### src/rtl/fetch_pc_unit_if.sv
// rtl/fetch_pc_unit_if.sv - F-stage PC / F-D register signal bundle
interface fetch_pc_unit_if;
    logic [31:0] npc;
    logic        stall;
    logic        req;
    logic        eret_clr;
    logic        bd_in;
    logic [31:0] im_instr;
    logic [31:0] im_addr;
    logic [31:0] F_PC;
    logic [31:0] D_PC;
    logic [31:0] D_instr;
    logic [4:0]  D_exccode;
    logic        D_bd;

    modport master (
        output npc, stall, req, eret_clr, bd_in, im_instr,
        input  im_addr, F_PC, D_PC, D_instr, D_exccode, D_bd
    );

    modport slave (
        input  npc, stall, req, eret_clr, bd_in, im_instr,
        output im_addr, F_PC, D_PC, D_instr, D_exccode, D_bd
    );
endinterface

### src/rtl/fetch_pc_unit.sv
// rtl/fetch_pc_unit.sv - F-stage PC and F/D pipeline register; FETCH_RANGE_CHECK_EN adds IM range AdEL
module fetch_pc_unit #(
    parameter logic [31:0] RESET_PC = 32'h0000_3000,
    parameter logic [31:0] EXC_PC   = 32'h0000_4180,
    parameter logic [31:0] IM_LO    = 32'h0000_3000,
    parameter logic [31:0] IM_HI    = 32'h0000_6FFC
) (
    input  logic            clk,
    input  logic            reset,
    fetch_pc_unit_if.slave  bus
);
    localparam logic [4:0] EXC_NONE = 5'd0;
    localparam logic [4:0] EXC_ADEL = 5'd4;

    logic [31:0] f_pc_q, f_pc_d;
    logic [31:0] d_pc_q, d_pc_d;
    logic [31:0] d_instr_q, d_instr_d;
    logic [4:0]  d_exccode_q, d_exccode_d;
    logic        d_bd_q, d_bd_d;

    logic        f_misaligned;
    logic        f_out_of_range;
    logic        f_adel;

    assign f_misaligned   = (f_pc_q[1:0] != 2'b00);
    assign f_out_of_range = (f_pc_q < IM_LO) || (f_pc_q > IM_HI);

`ifdef FETCH_RANGE_CHECK_EN
    assign f_adel = f_misaligned || f_out_of_range;
`else
    // Without the range check, aligned fetches anywhere are taken as legal.
    logic unused_range;
    assign unused_range = f_out_of_range;
    assign f_adel       = f_misaligned;
`endif

    always_comb begin
        f_pc_d      = f_pc_q;
        d_pc_d      = d_pc_q;
        d_instr_d   = d_instr_q;
        d_exccode_d = d_exccode_q;
        d_bd_d      = d_bd_q;
        if (bus.req) begin
            // Flush: the F instruction is dropped even if D was stalled.
            f_pc_d      = bus.npc;
            d_pc_d      = EXC_PC;
            d_instr_d   = 32'h0;
            d_exccode_d = EXC_NONE;
            d_bd_d      = 1'b0;
        end else if (bus.stall) begin
            f_pc_d = f_pc_q;
        end else if (bus.eret_clr) begin
            // Squashed fetch never raises AdEL; it was never architecturally issued.
            f_pc_d      = bus.npc;
            d_pc_d      = f_pc_q;
            d_instr_d   = 32'h0;
            d_exccode_d = EXC_NONE;
            d_bd_d      = 1'b0;
        end else begin
            f_pc_d = bus.npc;
            d_pc_d = f_pc_q;
            d_bd_d = bus.bd_in;
            if (f_adel) begin
                d_instr_d   = 32'h0;
                d_exccode_d = EXC_ADEL;
            end else begin
                d_instr_d   = bus.im_instr;
                d_exccode_d = EXC_NONE;
            end
        end
    end

    always_ff @(posedge clk or posedge reset) begin
        if (reset) begin
            f_pc_q      <= RESET_PC;
            d_pc_q      <= RESET_PC;
            d_instr_q   <= 32'h0;
            d_exccode_q <= EXC_NONE;
            d_bd_q      <= 1'b0;
        end else begin
            f_pc_q      <= f_pc_d;
            d_pc_q      <= d_pc_d;
            d_instr_q   <= d_instr_d;
            d_exccode_q <= d_exccode_d;
            d_bd_q      <= d_bd_d;
        end
    end

    assign bus.im_addr   = f_pc_q;
    assign bus.F_PC      = f_pc_q;
    assign bus.D_PC      = d_pc_q;
    assign bus.D_instr   = d_instr_q;
    assign bus.D_exccode = d_exccode_q;
    assign bus.D_bd      = d_bd_q;
endmodule
### src/flat_wrapper.sv
// flat-port wrapper written by rule: the top's interface ports become plain ports
module fetch_pc_unit_flat 
#(
    parameter logic [31:0] RESET_PC = 32'h0000_3000,
    parameter logic [31:0] EXC_PC   = 32'h0000_4180,
    parameter logic [31:0] IM_LO    = 32'h0000_3000,
    parameter logic [31:0] IM_HI    = 32'h0000_6FFC
)
  (clk, reset, bus_npc, bus_stall, bus_req, bus_eret_clr, bus_bd_in, bus_im_instr, bus_im_addr, bus_F_PC, bus_D_PC, bus_D_instr, bus_D_exccode, bus_D_bd);
  fetch_pc_unit_if bus_i ();
  input  logic clk;
  input  logic reset;
  input wire logic [$bits(bus_i.npc)-1:0] bus_npc;
  input wire logic [$bits(bus_i.stall)-1:0] bus_stall;
  input wire logic [$bits(bus_i.req)-1:0] bus_req;
  input wire logic [$bits(bus_i.eret_clr)-1:0] bus_eret_clr;
  input wire logic [$bits(bus_i.bd_in)-1:0] bus_bd_in;
  input wire logic [$bits(bus_i.im_instr)-1:0] bus_im_instr;
  output wire logic [$bits(bus_i.im_addr)-1:0] bus_im_addr;
  output wire logic [$bits(bus_i.F_PC)-1:0] bus_F_PC;
  output wire logic [$bits(bus_i.D_PC)-1:0] bus_D_PC;
  output wire logic [$bits(bus_i.D_instr)-1:0] bus_D_instr;
  output wire logic [$bits(bus_i.D_exccode)-1:0] bus_D_exccode;
  output wire logic [$bits(bus_i.D_bd)-1:0] bus_D_bd;
  assign bus_i.npc = bus_npc;
  assign bus_i.stall = bus_stall;
  assign bus_i.req = bus_req;
  assign bus_i.eret_clr = bus_eret_clr;
  assign bus_i.bd_in = bus_bd_in;
  assign bus_i.im_instr = bus_im_instr;
  assign bus_im_addr = bus_i.im_addr;
  assign bus_F_PC = bus_i.F_PC;
  assign bus_D_PC = bus_i.D_PC;
  assign bus_D_instr = bus_i.D_instr;
  assign bus_D_exccode = bus_i.D_exccode;
  assign bus_D_bd = bus_i.D_bd;
  fetch_pc_unit #(.RESET_PC(RESET_PC), .EXC_PC(EXC_PC), .IM_LO(IM_LO), .IM_HI(IM_HI)) u_core (.clk(clk), .reset(reset), .bus(bus_i));
endmodule
### config.mk
export PLATFORM = sky130hd
export DESIGN_NAME = fetch_pc_unit_flat
export DESIGN_NICKNAME = d
export VERILOG_FILES = /design/src/rtl/fetch_pc_unit_if.sv /design/src/rtl/fetch_pc_unit.sv /design/src/flat_wrapper.sv
export SDC_FILE = /design/constraint.sdc
export NUM_CORES = 1
export LEC_CHECK = 0
export ABC_CLOCK_PERIOD_IN_PS = 4100
export BUFFER_PORTS_ARGS = -buffer_cell sky130_fd_sc_hd__buf_2
export CORE_MARGIN = 2
export CORE_UTILIZATION = 40
export CTS_CLUSTER_SIZE = 30
export DETAILED_ROUTE_END_ITERATION = 10
export GPL_TIMING_DRIVEN = 1
export HOLD_SLACK_MARGIN = 0.03
export PLACE_DENSITY_LB_ADDON = 0.1
export REMOVE_ABC_BUFFERS = 1
export SYNTH_ARGS = -nofsm -noshare
export SYNTH_HDL_FRONTEND = slang
export SYNTH_SLANG_ARGS = --single-unit
### constraint.sdc
create_clock -name clk -period 4.1 [get_ports clk]
set_input_delay 0.41 -clock clk [delete_from_list [all_inputs] [get_ports clk]]
set_output_delay 0.41 -clock clk [all_outputs]
set_load 0.01 [all_outputs]
==> flow_summary.toml, run 1 <==
[run_status]
status = "finished, final reports clean"

[critical_path]
crit_path_max_incr_delay_ns = 0.74
cp.depth = 4
worstPathCellList = "buf_2 -> nor2b_4 -> buf_4 -> a22o_2"
critPathLaunchType = "input pin"
required_ns = 4.38
critPathTopFamily = "simple AND/OR/NAND/NOR gates"
end_kind = "register"
worstPathArrival_ns = 1.88
r2r_cells = 4
cp_num_buf_inv = 2
crit_type = "in -> reg"
cpMaxStageDelayCell = "nor2b_4"
cp_max_fo = 40

[synthesis]
synth_top_cells_by_area = "dfrtp_1 (58%), nand2_1 (8.9%), buf_4 (7.4%), mux2i_1 (7.1%), a22o_2 (6.9%)"
yosysWarnings = 0
seq_area_frac_synth = 0.6051
synth-seq-cells = 98
synth_cells = 359
synth_top_area_share = 0.5792
avgSynthCellArea_um2 = 11.31
ys_types = 21
syn_area_um2 = 4061
yosysTopAreaCell = "dfrtp_1"

[final_layout]
multi_input_comb_area_um2 = 1216
diodes = 0
drive_gt1_frac = 0.4848
final_nets = 591
seqCellArea_um2 = 2457
final_cells = 659
fill_cells = 994
final_area_um2 = 5107
syn2layout_area_growth_pct = 25.75

[timing]
period_minus_slack_ns = 1.593
max_freq_mhz = 627.6
maxSlewViolCount = 0
tightest_slew_ns = 0.9457
setup_tns_ns = 0
grt_setup_unrepaired = "no"
hold_viol_final = 0
finClkSkew_ns = 0.01042
maxSlewHeadroom = 0.3682
fin_crit_sh = 0.3886
setup_viol = 0

[global_routing]
antenna_found_initial = 0
grt_max_degree = 72
grt-ovfl-total = 0
grt_pass1_wl_mm = 14.72
grt_pass1_vias = 2900
grt_usage = 0.1672

[place]
port_buffers = 199
hpwl_mm = 6.276
gp_congestion = 0.7375
place_area_um2 = 4887
place_inst = 643

[min_path]
hold_class = "in -> async"

[cts]
cts.sinks = 98
cts_resized = 0
tritoncts = "done"
clock_tree.root_cell = "clkbuf_8"
hold_buffers = 0
clk_latency_ns = 0.35
cts_made_buffers = 9
cts_setup_buffers = 0
h-tree-depth = 3
clkTransAtPathRegs_ns = 0.09
cts_buffer_depth = 2

[drt]
postRouteAntennaNets = 0
via_per_inst = 4.537
vias = 2990
drc = 0
drt_first_iter_violations = 120
drt-pass1-iter-count = 4
wl_mm = 9.405
wl_per_cell_um = 14.27

[floorplan]
die-area_um2 = 10980
die_w_um = 104.8
core-area_um2 = 9819
ios = 204
fp-row-count = 36
die_h_um = 104.8
start_util = 0.4136

[pwr]
total_leakage_power_nw = 2.954
ir_worst_vdd_v = 0.0001912
p_per_area_nw_per_um2 = 396.8

[flow_run]
drv_cap = 0
report_power, final:
| part | leakage, nW | total, mW | switching, mW | internal, mW |
|---|---|---|---|---|
| registers | 1.26 | 1.06 | 0.0409 | 1.02 |
| logic | 1.59 | 0.285 | 0.162 | 0.122 |
| clock network | 0.103 | 0.680 | 0.318 | 0.361 |
state kept, by name, indices dropped and copies added (netlist names):
signal / flops
u_core.bus.D_PC: 32
u_core.bus.D_bd: 1
u_core.bus.D_exccode: 1
u_core.bus.D_instr: 32
u_core.bus.F_PC: 32
cell usage after synthesis, drive strengths merged:
| library cell | instances |
|---|---|
| nand2 | 96 |
| a21oi | 1 |
| dfrtp | 94 |
| clkbuf | 6 |
| a22oi | 1 |
| nor2b | 4 |
| nor3b | 1 |
| inv | 1 |
| conb | 1 |
| nor2 | 32 |
| mux2i | 29 |
| a211o | 3 |
| buf | 51 |
| nor4 | 1 |
| or2 | 1 |
| nand2b | 1 |
| a22o | 32 |
| dfstp | 4 |
layout make-up:
type                    count  area share
multi-input cells         206      0.2381
clock buffers              12     0.02842
well taps                 133     0.03258
inverters                   1    0.001225
clock inverters             4     0.01470
repair buffers            205      0.2038
flip-flops and latches     98      0.4811
cells by family (layout without fill, tap and decap cells):
| group | Yosys count | count (layout) | share of synthesized area |
|---|---|---|---|
| other cells | 1 | 4 | 0.0009233 |
| compound gates | 37 | 37 | 0.08718 |
| simple gates | 136 | 136 | 0.1352 |
| mux | 29 | 29 | 0.07147 |
| flops | 98 | 98 | 0.6051 |
| buf+inv | 58 | 222 | 0.1001 |
per-stage QoR:
stage	setup slack [ns]	power [mW]	hold slack [ns]	util
finish	2.507	2.027	0.2258	0.5201
global route	2.341	2.126	0.2474	0.5201
CTS	2.456	2.060	0.2401	0.5201
detailed placement	2.078	1.373	0.4669	0.4977
global placement	2.126	1.367	0.4538	0.4977
floorplan	1.135	1.211	0.4426	-
path summary, 6_finish.rpt:
kind                            slack (ns)                 from                     end
worst min-delay path                  0.23                reset   u_core.bus.D_instr[2]
worst min register to register        0.47  u_core.bus.F_PC[12]     u_core.bus.F_PC[12]
max in group asynchronous             2.95                reset   u_core.bus.D_instr[5]
min in group clk                      0.26          bus_npc[19]     u_core.bus.F_PC[19]
worst max register to register        2.63   u_core.bus.F_PC[0]  u_core.bus.D_instr[24]
worst max-delay path                  2.51              bus_req   u_core.bus.D_instr[5]
placed cells by master (no fill, tap or decap):
cell / netlist / final
buf_2: 7 / 199
clkbuf_8: 0 / 10
bufinv_16: 0 / 2
a211o_1: 3 / 3
a22o_2: 28 / 28
mux2i_1: 29 / 29
nor2_1: 32 / 32
nor4_4: 1 / 1
a21oi_1: 1 / 1
clkbuf_1: 6 / 2
dfrtp_1: 94 / 94
conb_1: 1 / 4
nor2b_4: 0 / 1
inv_4: 0 / 1
buf_4: 40 / 6
a22oi_1: 1 / 1
clkinvlp_4: 0 / 2
a22o_1: 4 / 4
nor2b_1: 4 / 3
nand2_1: 96 / 96
or2_4: 1 / 1
dfstp_2: 4 / 4
nor3b_1: 1 / 1
nand2b_1: 1 / 1
per-layer routing:
layer | routed length [um] | part of all wire | GRT usage | up-vias
met5 | 0 | 0 | 0 | -
met4 | 82 | 0.0087 | 0.04571 | 0
met3 | 529 | 0.056 | 0.03182 | 9
met2 | 4929 | 0.52 | 0.2959 | 94
met1 | 3863 | 0.41 | 0.2085 | 1429
li1 | - | - | - | 1458
Power figures use the tool's default switching activity.
==> run 2, diff against run 1 <==
--- a/config.mk
+++ b/config.mk
@@ -5,7 +5,7 @@
 export SDC_FILE = /design/constraint.sdc
 export NUM_CORES = 1
 export LEC_CHECK = 0
-export ABC_CLOCK_PERIOD_IN_PS = 4100
+export ABC_CLOCK_PERIOD_IN_PS = 1280
 export BUFFER_PORTS_ARGS = -buffer_cell sky130_fd_sc_hd__buf_2
 export CORE_MARGIN = 2
 export CORE_UTILIZATION = 40
==> constraint.sdc (replaced) <==
create_clock -name clk -period 1.28 [get_ports clk]
set_input_delay 0.128 -clock clk [delete_from_list [all_inputs] [get_ports clk]]
set_output_delay 0.128 -clock clk [all_outputs]
set_load 0.01 [all_outputs]
==> run 2 against run 1 <==
Against the previous run: largest cell class unchanged; sequential cell count did not move; clock power grew to 2.9 times the previous value; worst hold slack lost 0.082 ns; highest routed layer unchanged; sequential power grew to 3.2 times the previous value; setup slack got worse by 2.5 ns; via count is 12% higher; combinational power increased to 4.0 times the previous value; critical path depth rose by 1; register-to-register slack got worse by 2.7 ns; power rose to 3.2 times the previous value; the run now ends with negative setup slack left; wire length is 14% higher; critical path type is now reg -> reg.
==> flow_summary.toml, run 2 (synthesis results as in run 1) <==
[pwr]
ir_worst_vdd_v = 0.0005596
total_power_mw = 6.510
total_leakage_power_nw = 3.341
switchingPower_mw = 1.741
swShare = 0.2674
p_per_area_nw_per_um2 = 1091
pwr-share-seq = 0.522
p_comb_frac = 0.177
p_int_mw = 4.769
p_clk_frac = 0.301

[floorplan]
die_h_um = 104.8
die_w_um = 104.8
start_util = 0.4136
fp-row-count = 36
die-area_um2 = 10980
core-area_um2 = 9819
ios = 204

[global_routing]
grt_pass1_vias = 3392
grt_usage = 0.1948
grt-ovfl-total = 0
grt_pass1_wl_mm = 17.00
grt_max_degree = 33
antenna_found_initial = 0

[cts]
clkTransAtPathRegs_ns = 0.08
cts_buffer_depth = 2
cts_made_buffers = 9
cts.sinks = 98
tritoncts = "done"
clock_tree.root_cell = "clkbuf_8"
clk_latency_ns = 0.35
h-tree-depth = 3

[place]
hpwl_mm = 6.884
port_buffers = 199
gp_congestion = 0.7252
pre_cts_ws_ns = -0.02664
place_inst = 654
place_area_um2 = 5045

[timing]
grt_setup_unrepaired = "yes"
finClkSkew_ns = 0.01074
max_freq_mhz = 757.5
maxSlewViolCount = 0
worst_slack_ns = -0.04012
period_minus_slack_ns = 1.320
setup_viol = 29
hold_viol_final = 0
fin_crit_sh = 1.031
setup_tns_ns = -0.5718

[final_layout]
final_common_cell = "buf_2"
syn2layout_area_growth_pct = 46.89
final_cells = 738
drive_gt1_frac = 0.4479
seqCellArea_um2 = 2457
multi_input_comb_area_um2 = 1239
layout_common_cells = "buf_2 (199), nand2_1 (96), dfrtp_1 (94)"
final_area_um2 = 5966
diodes = 0
final_nets = 670
fill_cells = 864

[critical_path]
cp_max_fo = 16
worstPathArrival_ns = 1.61
critPathLaunchType = "register"
cpMaxStageDelayCell = "dfrtp_1"
crit_type = "reg -> reg"
end_kind = "register"
required_ns = 1.57
crit_path_max_incr_delay_ns = 0.38
worstPathCellList = "or2_4 -> nor4_4 -> buf_6 -> buf_12 -> a22o_2"

[drt]
vias = 3356
drt_first_iter_violations = 128
wl_mm = 10.77
drc = 0
postRouteAntennaNets = 0
wl_per_cell_um = 14.59
via_per_inst = 4.547
drt-pass1-iter-count = 4

[min_path]
hold_class = "in -> reg"

[flow_run]
drv_cap = 0

[run_status]
status = "complete, but fails checks"
failed_checks = "negative setup slack"
run 2: per-stage QoR:
stage	hold slack (ns)	utilization
after global placement	0.1374	0.5138
after floorplan	0.1606	-
after global routing	0.1437	0.6075
final	0.1439	0.6075
after CTS	0.1243	0.6004
after detailed placement	0.1331	0.5138
run 2: power groups by stage:
stage / sequential (mW) / combinational, mW / clock [mW]
2_1_floorplan: 3.58 / 0.297 / 0
3_3_place_gp: 3.45 / 0.986 / 0
3_5_place_dp: 3.46 / 0.997 / 0
4_1_cts: 3.40 / 1.15 / 2.02
5_1_grt: 3.42 / 1.26 / 2.14
6_report: 3.40 / 1.15 / 1.96
run 2: what timing repair did:
action | 4_1_cts | 5_1_grt
pin swaps | 1 | 5
setup endpoints to repair | 32 | 32
resized for setup | 0 | 4
endpoints found under the hold margin | 86 | 0
cloned | 0 | 2
setup buffers | 0 | 1
hold buffers | 65 | 0
run 2: worst max-delay path, delay by kind of cell, from the launching register on:
| family | cells | cell delay (ns) |
|---|---|---|
| AND/OR/NAND/NOR | 2 | 0.40 |
| flip-flops | 1 | 0.38 |
| buffers and inverters | 2 | 0.30 |
| AO/OA/AOI/OAI | 1 | 0.16 |
run 2: worst paths after layout:
check	start	end	slack (ns)	cells past startpoint
setup / recovery	u_core.bus.F_PC[1]	u_core.bus.D_instr[12]	-0.04	5
hold / removal	bus_eret_clr	u_core.bus.D_bd	0.14	4
setup reg to reg	u_core.bus.F_PC[1]	u_core.bus.D_instr[12]	-0.04	5
hold reg to reg	u_core.bus.F_PC[12]	u_core.bus.F_PC[12]	0.47	2
max in group asynchronous	reset	u_core.bus.F_PC[12]	0.43	4
min in group asynchronous	reset	u_core.bus.D_instr[9]	0.30	3
run 2: final cells by class:
class                           instances  share of cell area
Inverter                                1            0.001049
Sequential cell                        98              0.4119
Tap cell                              133             0.02789
Clock inverter                          3            0.003565
Multi-Input combinational cell        206              0.2076
Clock buffer                           13             0.02999
Timing Repair Buffer                  284              0.3180
run 2: metal layers:
layer,vias up,track usage,wire length [um]
met2,123,0.3409,5529
met5,-,0,0
li1,1612,-,-
met4,0,0.06571,257
met3,24,0.04304,575
met1,1597,0.2375,4404
==> run 3, diff against run 2 <==
--- a/config.mk
+++ b/config.mk
@@ -15,6 +15,7 @@
 export HOLD_SLACK_MARGIN = 0.03
 export PLACE_DENSITY_LB_ADDON = 0.1
 export REMOVE_ABC_BUFFERS = 1
+export SETUP_SLACK_MARGIN = 0.5
 export SYNTH_ARGS = -nofsm -noshare
 export SYNTH_HDL_FRONTEND = slang
 export SYNTH_SLANG_ARGS = --single-unit
==> run 3 against run 2 <==
Against the previous run: the flow finishes with violations (negative hold slack, negative setup slack); die area unchanged; largest cell class is now buffers; cell count increased by 12%; maximum frequency decreased by 1.3%; first-iteration DRC count increased by 1.6%; largest power group unchanged; power increased by 6.5%; worst hold slack got worse by 0.39 ns; sequential power about the same; global-route usage increased by 1.7 points.
==> flow_summary.toml, run 3 (synthesis results as in run 1) <==
[drt]
postRouteAntennaNets = 0
drc = 0
via_per_inst = 4.558
vias = 3751
drt_first_iter_violations = 130
met1Wirelength_mm = 4.918
top_layer = "met4"
route.met2.wl_mm = 6.760
wl_met3_um = 558
drt-pass1-iter-count = 4
wl_mm = 12.47
wl_per_cell_um = 15.16

[global_routing]
grt_usage = 0.2118
grt_pass1_vias = 3773
grt-ovfl-total = 0
grt_max_degree = 33
antenna_found_initial = 0
grt_pass1_wl_mm = 18.55

[critical_path]
critPathLaunchType = "register"
worstPathCellList = "or2_4 -> nor4_4 -> buf_6 -> buf_12 -> a22o_2"
r2r_end = "u_core.bus.D_instr[12]"
rrSetupSlack_ns = -0.06
crit_path_max_incr_delay_ns = 0.39
crit_type = "reg -> reg"
r2r_start = "u_core.bus.F_PC[1]"
r2r_cells = 5
required_ns = 1.56
end_kind = "register"
cp_max_fo = 16
cpMaxStageDelayCell = "dfrtp_1"
worstPathArrival_ns = 1.62

[final_layout]
syn2layout_area_growth_pct = 71.10
final_common_cell = "buf_2"
final_nets = 755
final_cells = 823
layout_common_cells = "buf_2 (174), dfrtp_1 (94), nand2_1 (87)"
final_area_um2 = 6949
fill_cells = 767
diodes = 0
drive_gt1_frac = 0.5348

[place]
gp_congestion = 0.7252
place_inst = 654
port_buffers = 199
hpwl_mm = 6.884
place_area_um2 = 5045

[pwr]
p_per_area_nw_per_um2 = 997.4
swShare = 0.2672
pwr-share-seq = 0.492
total_leakage_power_nw = 3.874
ir_worst_vdd_v = 0.0005862
p_comb_frac = 0.226
p_clk_frac = 0.282
switchingPower_mw = 1.852
p_int_mw = 5.079

[cts]
cts_made_buffers = 9
h-tree-depth = 3
clock_tree.root_cell = "clkbuf_8"
hold_buffers = 64
cts.sinks = 98
clk_latency_ns = 0.35
cts_buffer_depth = 2
tritoncts = "done"
clkTransAtPathRegs_ns = 0.09

[run_status]
failed_checks = "negative hold slack, negative setup slack"
status = "complete, but fails checks"

[floorplan]
fp-row-count = 36
start_util = 0.4136
die_w_um = 104.8
ios = 204
die-area_um2 = 10980
die_h_um = 104.8
core-area_um2 = 9819

[timing]
hold_viol_final = 22
setup_tns_ns = -1.112
worst_slack_ns = -0.05718
grt_setup_unrepaired = "yes"
max_freq_mhz = 747.8
worst_hold_slack_ns = -0.2509
fin_crit_sh = 1.045
setup_viol = 32
period_minus_slack_ns = 1.337
finClkSkew_ns = 0.008648
maxSlewViolCount = 0

[flow_run]
drv_cap = 0

[min_path]
hold_class = "in -> async"
## run 3: cell count changes in the layout (fill, tap and decap cells not counted), moves of 2 or more
| cell | before | now |
|---|---|---|
| buf_2 | 199 | 174 |
| buf_4 | 11 | 58 |
| nand2_1 | 96 | 87 |
| nand2_4 | 0 | 2 |
| nor2b_4 | 1 | 3 |
| nor2b_1 | 3 | 1 |
| nand2_2 | 0 | 7 |
| buf_6 | 2 | 66 |
## run 3: layout make-up
| cell class | instances | area (um2) | area share |
|---|---|---|---|
| clock buffer | 13 | 178.9 | 0.02575 |
| timing repair buffer | 369 | 2835 | 0.4080 |
| sequential | 98 | 2457 | 0.3536 |
| clock inverter | 3 | 21.27 | 0.003061 |
| tap | 133 | 166.4 | 0.02395 |
| multi-input combinational | 206 | 1284 | 0.1847 |
| inverter | 1 | 6.256 | 0.0009003 |
## run 3: power groups by stage
stage / clock network (mW) / registers [mW] / logic, mW
2_1_floorplan: 0 / 3.58 / 0.297
3_3_place_gp: 0 / 3.45 / 0.986
3_5_place_dp: 0 / 3.46 / 0.997
4_1_cts: 2.02 / 3.40 / 1.35
5_1_grt: 2.14 / 3.43 / 1.69
6_report: 1.96 / 3.41 / 1.56
## run 3: worst max-delay path: cells and delay by family (launching register included)
kind	cells	cell delay (ns)
flip-flops	1	0.39
AO/OA/AOI/OAI	1	0.16
buffers and inverters	2	0.31
AND/OR/NAND/NOR	2	0.40
## run 3: what timing repair did
| item | CTS | global route |
|---|---|---|
| resized for setup | 39 | 43 |
| endpoints found under the setup margin | 169 | 201 |
| setup buffers | 41 | 46 |
| cloned | 0 | 2 |
| endpoints found under the hold margin | 86 | 22 |
| pin swaps | 10 | 26 |
## run 3: worst max path at each step
stage                             end               start  slack, ns
6_report       u_core.bus.D_instr[12]  u_core.bus.F_PC[1]      -0.06
5_1_grt        u_core.bus.D_instr[23]  u_core.bus.F_PC[1]      -0.11
4_1_cts        u_core.bus.D_instr[12]  u_core.bus.F_PC[1]      -0.04
3_5_place_dp   u_core.bus.D_instr[12]  u_core.bus.F_PC[1]      -0.03
3_3_place_gp    u_core.bus.D_instr[8]  u_core.bus.F_PC[1]       0.02
2_1_floorplan      u_core.bus.D_PC[0]               reset      -1.40
## run 3: stage by stage
| stage | power, mW | hold slack, ns | setup slack [ns] | utilization |
|---|---|---|---|---|
| final | 6.931 | -0.2509 | -0.05718 | 0.7077 |
| after global routing | 7.261 | -0.2428 | -0.1094 | 0.7077 |
| after CTS | 6.770 | -0.2631 | -0.03861 | 0.6501 |
| after detailed placement | 4.456 | 0.1331 | -0.02664 | 0.5138 |
| after global placement | 4.440 | 0.1374 | 0.02252 | 0.5138 |
| after floorplan | 3.880 | 0.1606 | -1.403 | - |
## run 3: routing by layer
| layer | vias to the layer above | global-route usage |
|---|---|---|
| li1 | 1789 | - |
| met1 | 1816 | 0.2514 |
| met2 | 123 | 0.3836 |
| met3 | 23 | 0.04367 |
| met4 | 0 | 0.06571 |
| met5 | - | 0 |
